$ cat src/rtl/riscv_lsu_pkg.sv
// Shared constants, state encoding and access-decode helpers for the data-memory LSU.
package riscv_lsu_pkg;

   // RV32I load/store size and sign encodings carried in Funct3.
   localparam logic [2:0] F3_B  = 3'b000;
   localparam logic [2:0] F3_H  = 3'b001;
   localparam logic [2:0] F3_W  = 3'b010;
   localparam logic [2:0] F3_BU = 3'b100;
   localparam logic [2:0] F3_HU = 3'b101;

   // Width of the BUSY-cycle timeout counter.
   localparam int unsigned CNT_W = 8;

   typedef enum logic [1:0] {
      IDLE = 2'd0,
      BUSY = 2'd1,
      DONE = 2'd2
   } lsu_state_e;

   // Funct3 is a known size/sign code for the access direction.
   function automatic logic f3_legal(input logic we, input logic [2:0] f3);
      if (we) begin
         return (f3 == F3_B) || (f3 == F3_H) || (f3 == F3_W);
      end
      return (f3 == F3_B) || (f3 == F3_H) || (f3 == F3_W) ||
             (f3 == F3_BU) || (f3 == F3_HU);
   endfunction

   // Natural alignment check; byte accesses are always aligned.
   function automatic logic addr_misaligned(input logic [2:0] f3, input logic [1:0] lo);
      case (f3[1:0])
         2'b01:   return lo[0];
         2'b10:   return lo != 2'b00;
         default: return 1'b0;
      endcase
   endfunction

endpackage

$ cat src/rtl/load_extend.sv
// Selects the addressed byte/half lane of a read word and sign- or zero-extends it.
module load_extend
   import riscv_lsu_pkg::*;
(
   input  logic [31:0] i_rdata,
   input  logic [1:0]  i_addr_lo,
   input  logic [2:0]  i_funct3,
   output logic [31:0] o_data
);

   logic [7:0]  w_byte;
   logic [15:0] w_half;

   // Pick the byte and halfword lanes addressed by the low address bits.
   always_comb begin
      w_byte = i_rdata[7:0];
      case (i_addr_lo)
         2'd0:    w_byte = i_rdata[7:0];
         2'd1:    w_byte = i_rdata[15:8];
         2'd2:    w_byte = i_rdata[23:16];
         default: w_byte = i_rdata[31:24];
      endcase
      w_half = i_addr_lo[1] ? i_rdata[31:16] : i_rdata[15:0];
   end

   // Extend the selected lane according to the load type.
   always_comb begin
      o_data = i_rdata;
      case (i_funct3)
         F3_B:    o_data = {{24{w_byte[7]}}, w_byte};
         F3_H:    o_data = {{16{w_half[15]}}, w_half};
         F3_BU:   o_data = {24'd0, w_byte};
         F3_HU:   o_data = {16'd0, w_half};
         default: o_data = i_rdata;
      endcase
   end

endmodule

$ cat src/rtl/data_mem_lsu.sv
// Load/store unit: issues one handshaked bus transaction per memory instruction,
// stalls the core while it is in flight, and returns the extended load result.
module data_mem_lsu
   import riscv_lsu_pkg::*;
#(
   parameter int unsigned ADDR_W      = 32,
   parameter int unsigned DATA_W      = 32,
   parameter int unsigned TIMEOUT_CYC = 255
) (
   input  logic              clk,
   input  logic              rst_n,
   input  logic              MemReq,
   input  logic              MemWrite,
   input  logic [2:0]        Funct3,
   input  logic [ADDR_W-1:0] ALUResult,
   input  logic [DATA_W-1:0] WriteData,
   output logic [DATA_W-1:0] ReadData,
   output logic              Stall,
   output logic              Misaligned,
   output logic              BusErr,
   output logic              BusValid,
   output logic              BusWe,
   output logic [ADDR_W-1:0] BusAddr,
   output logic [DATA_W-1:0] BusWData,
   output logic [3:0]        BusWStrb,
   input  logic              BusReady,
   input  logic [DATA_W-1:0] BusRData
);

   localparam logic [CNT_W-1:0] TERM_CNT = CNT_W'(TIMEOUT_CYC);

   lsu_state_e        r_state;
   logic [CNT_W-1:0]  r_cnt;
   logic              r_we;
   logic [ADDR_W-1:0] r_addr;
   logic [DATA_W-1:0] r_wdata;
   logic [3:0]        r_strb;
   logic [2:0]        r_f3;
   logic [1:0]        r_lo;
   logic [DATA_W-1:0] r_rdata;
   logic              r_bus_err;

   logic              w_legal;
   logic              w_issue;
   logic              w_fault;
   logic              w_busy;
   logic              w_timeout;
   logic [ADDR_W-1:0] w_addr;
   logic [DATA_W-1:0] w_wdata;
   logic [3:0]        w_strb;
   logic [DATA_W-1:0] w_ext;

   assign w_legal   = f3_legal(MemWrite, Funct3) && !addr_misaligned(Funct3, ALUResult[1:0]);
   assign w_issue   = (r_state == IDLE) && MemReq && w_legal;
   assign w_fault   = (r_state == IDLE) && MemReq && !w_legal;
   assign w_busy    = (r_state == BUSY);
   assign w_timeout = w_busy && !BusReady && (r_cnt == TERM_CNT);
   assign w_addr    = {ALUResult[ADDR_W-1:2], 2'b00};

   // Lane replication and byte enables for the request presented in IDLE.
   always_comb begin
      w_wdata = WriteData;
      w_strb  = 4'b0000;
      case (Funct3[1:0])
         2'b00: begin
            w_wdata = {4{WriteData[7:0]}};
            w_strb  = 4'b0001 << ALUResult[1:0];
         end
         2'b01: begin
            w_wdata = {2{WriteData[15:0]}};
            w_strb  = 4'b0011 << ALUResult[1:0];
         end
         default: begin
            w_wdata = WriteData;
            w_strb  = 4'b1111;
         end
      endcase
      if (!MemWrite) begin
         w_strb = 4'b0000;
      end
   end

   load_extend u_load_extend (
      .i_rdata   (BusRData),
      .i_addr_lo (r_lo),
      .i_funct3  (r_f3),
      .o_data    (w_ext)
   );

   // Bus outputs: live request in the IDLE issue cycle, held copies while BUSY.
   always_comb begin
      BusValid = w_issue || w_busy;
      BusWe    = w_busy ? r_we    : (w_issue && MemWrite);
      BusAddr  = w_busy ? r_addr  : w_addr;
      BusWData = w_busy ? r_wdata : w_wdata;
      BusWStrb = w_busy ? r_strb  : (w_issue ? w_strb : 4'b0000);
   end

   assign Stall      = w_issue || w_busy;
   assign Misaligned = w_fault;
   assign BusErr     = r_bus_err;
   assign ReadData   = r_rdata;

   // FSM, request capture, timeout counter and load result register.
   always_ff @(posedge clk) begin
      if (!rst_n) begin
         r_state   <= IDLE;
         r_cnt     <= '0;
         r_we      <= 1'b0;
         r_addr    <= '0;
         r_wdata   <= '0;
         r_strb    <= 4'b0000;
         r_f3      <= 3'b000;
         r_lo      <= 2'b00;
         r_rdata   <= '0;
         r_bus_err <= 1'b0;
      end else begin
         r_bus_err <= 1'b0;
         case (r_state)
            IDLE: begin
               if (w_issue) begin
                  r_state <= BUSY;
                  // Counter holds the index of the current BUSY cycle.
                  r_cnt   <= CNT_W'(1);
                  r_we    <= MemWrite;
                  r_addr  <= w_addr;
                  r_wdata <= w_wdata;
                  r_strb  <= w_strb;
                  r_f3    <= Funct3;
                  r_lo    <= ALUResult[1:0];
               end
            end
            BUSY: begin
               if (BusReady) begin
                  if (!r_we) begin
                     r_rdata <= w_ext;
                  end
                  r_state <= DONE;
               end else if (w_timeout) begin
                  r_bus_err <= 1'b1;
                  // A failed store leaves the last load result intact.
                  if (!r_we) begin
                     r_rdata <= '0;
                  end
                  r_state <= DONE;
               end else begin
                  r_cnt <= r_cnt + CNT_W'(1);
               end
            end
            DONE: begin
               r_cnt   <= '0;
               r_state <= IDLE;
            end
            default: r_state <= IDLE;
         endcase
      end
   end

endmodule

$ cat config.mk
export PLATFORM = sky130hd
export DESIGN_NAME = data_mem_lsu
export DESIGN_NICKNAME = d
export VERILOG_FILES = /design/src/rtl/riscv_lsu_pkg.sv /design/src/rtl/load_extend.sv /design/src/rtl/data_mem_lsu.sv
export SDC_FILE = /design/constraint.sdc
export NUM_CORES = 1
export LEC_CHECK = 0
export BUFFER_PORTS_ARGS = -buffer_cell sky130_fd_sc_hd__buf_2
export CAP_MARGIN = 20
export CORE_MARGIN = 2
export CORE_UTILIZATION = 48
export DETAILED_ROUTE_END_ITERATION = 16
export GPL_ROUTABILITY_DRIVEN = 1
export HOLD_SLACK_MARGIN = 0.15
export PLACE_DENSITY = 0.81
export SLEW_MARGIN = 10
export SYNTH_ARGS = -nofsm -noshare
export SYNTH_HDL_FRONTEND = slang
export SYNTH_SLANG_ARGS = --single-unit
$ cat constraint.sdc
create_clock -name clk -period 3.15 [get_ports clk]
set_input_delay 0.63 -clock clk [delete_from_list [all_inputs] [get_ports clk]]
set_output_delay 0.63 -clock clk [all_outputs]
set_load 0.01 [all_outputs]
==> flow_summary.ini <==
[setup_path]
path_cells = buf_2, inv_1, ha_1, nor2_4, mux2_2, mux2_2, buf_2
critical_path_arrival_ns = 2.28
cp.required_ns = 2.52
crit_path_end_kind = output port
crit_family = multiplexers
worstRegToRegCells = 7
rr_endpoint = ReadData[28]$_SDFFE_PN0P_
start_kind = input port
cp_slowest_cell = nor2_4
cp-startpoint = Funct3[1]
max_stage_delay_ns = 0.43
r2r_slack_ns = 0.74
crit_buf_inv = 3
crit_fanout = 18
r2r_start = r_cnt[0]$_SDFFE_PN0P_
crit_type = input port to output port

[synth]
ys_types = 52
netlist.area_leader.share_pct = 37.90
syn_area_sq_um = 6075
async_reset_ff_share_pct = 0
synth_cells = 753
yosys_warnings = 0
synthTopCellsByArea = dfxtp_1, mux2_2, nand2_1
ys_ff_latch = 115
synth_seq_area_share_pct = 37.90
yosys_most_used_dff = dfxtp_1
syn_avg_cell_area_sq_um = 8.067
synth_edf_count = 0
synth_top_cell_by_area = dfxtp_1

[min_path]
hold_class = register to register
worstHoldStart = ReadData[0]$_SDFFE_PN0P_
holdPathEnd = ReadData[0]$_SDFFE_PN0P_
hold_path_depth = 2

[sta]
fmax_mhz = 343.3
grt_setup_unrepaired = no
slew_headroom_pct = 54.74
slew_viol_final = 0
skew_ns = 0.004772
fin_tns_setup_ns = 0
fin_crit_sh_pct = 92.47
setup_violations = 0
worst_pin_slew_ns = 0.6618
fin_crit_ns = 2.913
finalHoldViolCount = 0

[global_route]
overflow = 0
grt_pass1_wl_um = 26450
grt_pass1_vias = 5568
antenna_found_initial = 2
grt_util_all_layers_pct = 24.60
grt_max_degree = 65

[clocking]
cts_buffers = 17
hold_buffers = 0
cts_sinks = 115
ctsResizeCount = 0
cts_tree = yes
insertion_delay_ns = 0.41
clk_pin_slew_ns = 0.05
cts_max_path_buffers = 2
cts-root-buf = clkbuf_16
cts_setup_buffers = 0
htree_levels = 4

[finish]
finish.net_count = 1046
layout_common_cells = buf_2, nand2_1, dfxtp_1
layout-drive-gt1-share_pct = 34.57
final_util_pct = 62.35
final_common_cell = buf_2
area_growth_pct = 27.95
fin_area_sq_um = 7772

[routing]
met1_length_um = 7022
first_pass_iters = 5
drt-initial-drc-count = 479
ant_nets = 0
viasPerCell = 5.502
routed_wl_um = 16700
met3_length_um = 1395
num_vias = 6157
met2_length_um = 7969
route.detailed.drc = 0
drt-wirelength-per-cell_um = 14.93
highest_layer = met5

[place]
post_dp_cell_area_sq_um = 7202
hpwl_um = 11710
io_buffers = 206
place_congestion = 0.8535

[job]
cap_violations = 0

[floorplanning]
rows = 41
start_util_pct = 48.73
die_y_um = 116.5
dieArea_sq_um = 13570
ios = 209
core-area_sq_um = 12470
die_w_um = 116.5

[power_and_ir_drop]
peakVddDrop_v = 0.0005128
leakage_nw = 3.262
powerDensity_nw_per_um2 = 565.7

[run_status]
status = completed
[cell usage after synthesis, types with 2 or more instances]
master / instances
clkbuf_1: 31
mux2i_1: 4
nor2_1: 55
nor2b_1: 9
or2_2: 2
a2bb2oi_1: 11
inv_1: 10
o22ai_1: 11
nand2b_1: 3
o31ai_1: 5
buf_1: 8
o2bb2ai_1: 2
buf_2: 16
nand4_1: 4
o2111ai_1: 14
a21oi_1: 112
nor4_1: 2
a31oi_1: 2
nand3_1: 14
buf_4: 7
mux2_2: 63
o21ai_0: 15
a221o_1: 8
ha_1: 8
a2bb2oi_2: 3
a211oi_1: 17
dfxtp_1: 115
a2111oi_0: 7
o21ai_1: 3
nor3_1: 4
nand2_1: 155
o211ai_1: 2
and2_1: 12
[power by group]
| group | total, mW | switching [mW] | internal, mW |
|---|---|---|---|
| Clock | 1.83 | 0.630 | 1.20 |
| Combinational | 0.973 | 0.556 | 0.417 |
| Sequential | 1.59 | 0.0490 | 1.54 |
[through the flow]
step / worst slack (ns) / hold WS, ns / power (mW) / instances
6_report: 0.2373 / 0.4473 / 4.397 / 1119
3_3_place_gp: 0.3144 / 0.4363 / 2.579 / 1087
3_5_place_dp: 0.2534 / 0.4414 / 2.593 / 1087
2_1_floorplan: 0.3446 / 0.4329 / 2.255 / 754
4_1_cts: 0.2498 / 0.4508 / 4.429 / 1118
5_1_grt: 0.1517 / 0.4568 / 4.621 / 1119
[cell families after synthesis]
family,count (synthesis),share of synthesized area [%]
fa+ha+maj,8,1.648
mux,68,12.77
compound gates,219,23.11
buf+inv,74,5.458
simple gates,268,19.05
other cells,1,0.06173
flops,115,37.90
[cell type report]
type                            count  area, sq um
Fill cell                        1085         4693
Multi-Input combinational cell    565         3451
Clock buffer                       27        523.0
Clock inverter                      4        45.04
Tap cell                          172        215.2
Antenna cell                        1        2.502
Timing Repair Buffer              224         1191
Sequential cell                   115         2302
Inverter                           11        42.54
[registers in the layout, summed over array words and instances (netlist names)]
name	flops
r_strb	4
r_cnt	8
r_lo	2
r_state	2
ReadData	32
r_we	1
r_addr	30
BusErr	1
r_wdata	32
r_f3	3
[tightest hold or removal path: stages, from the launching register on]
cell and delay (ns):
dfxtp_1 0.30, nand2_1 0.05, a21oi_1 0.05
[how the worst max path moves through the flow]
stage | to | slack, ns | depth (start not counted)
floorplan | BusWStrb[3] | 0.34 | 10
global placement | BusWData[17] | 0.31 | 7
detailed placement | BusWData[23] | 0.25 | 7
CTS | BusWData[23] | 0.25 | 7
global route | BusWStrb[3] | 0.15 | 9
finish | BusWData[23] | 0.24 | 7
[per-layer routing]
layer	track usage, %	vias to the layer above
li1	-	3032
met1	29.34	2850
met2	41.28	240
met3	8.511	33
met4	8.651	2
met5	0	-
Note: power is estimated with default switching activity, not from simulation.
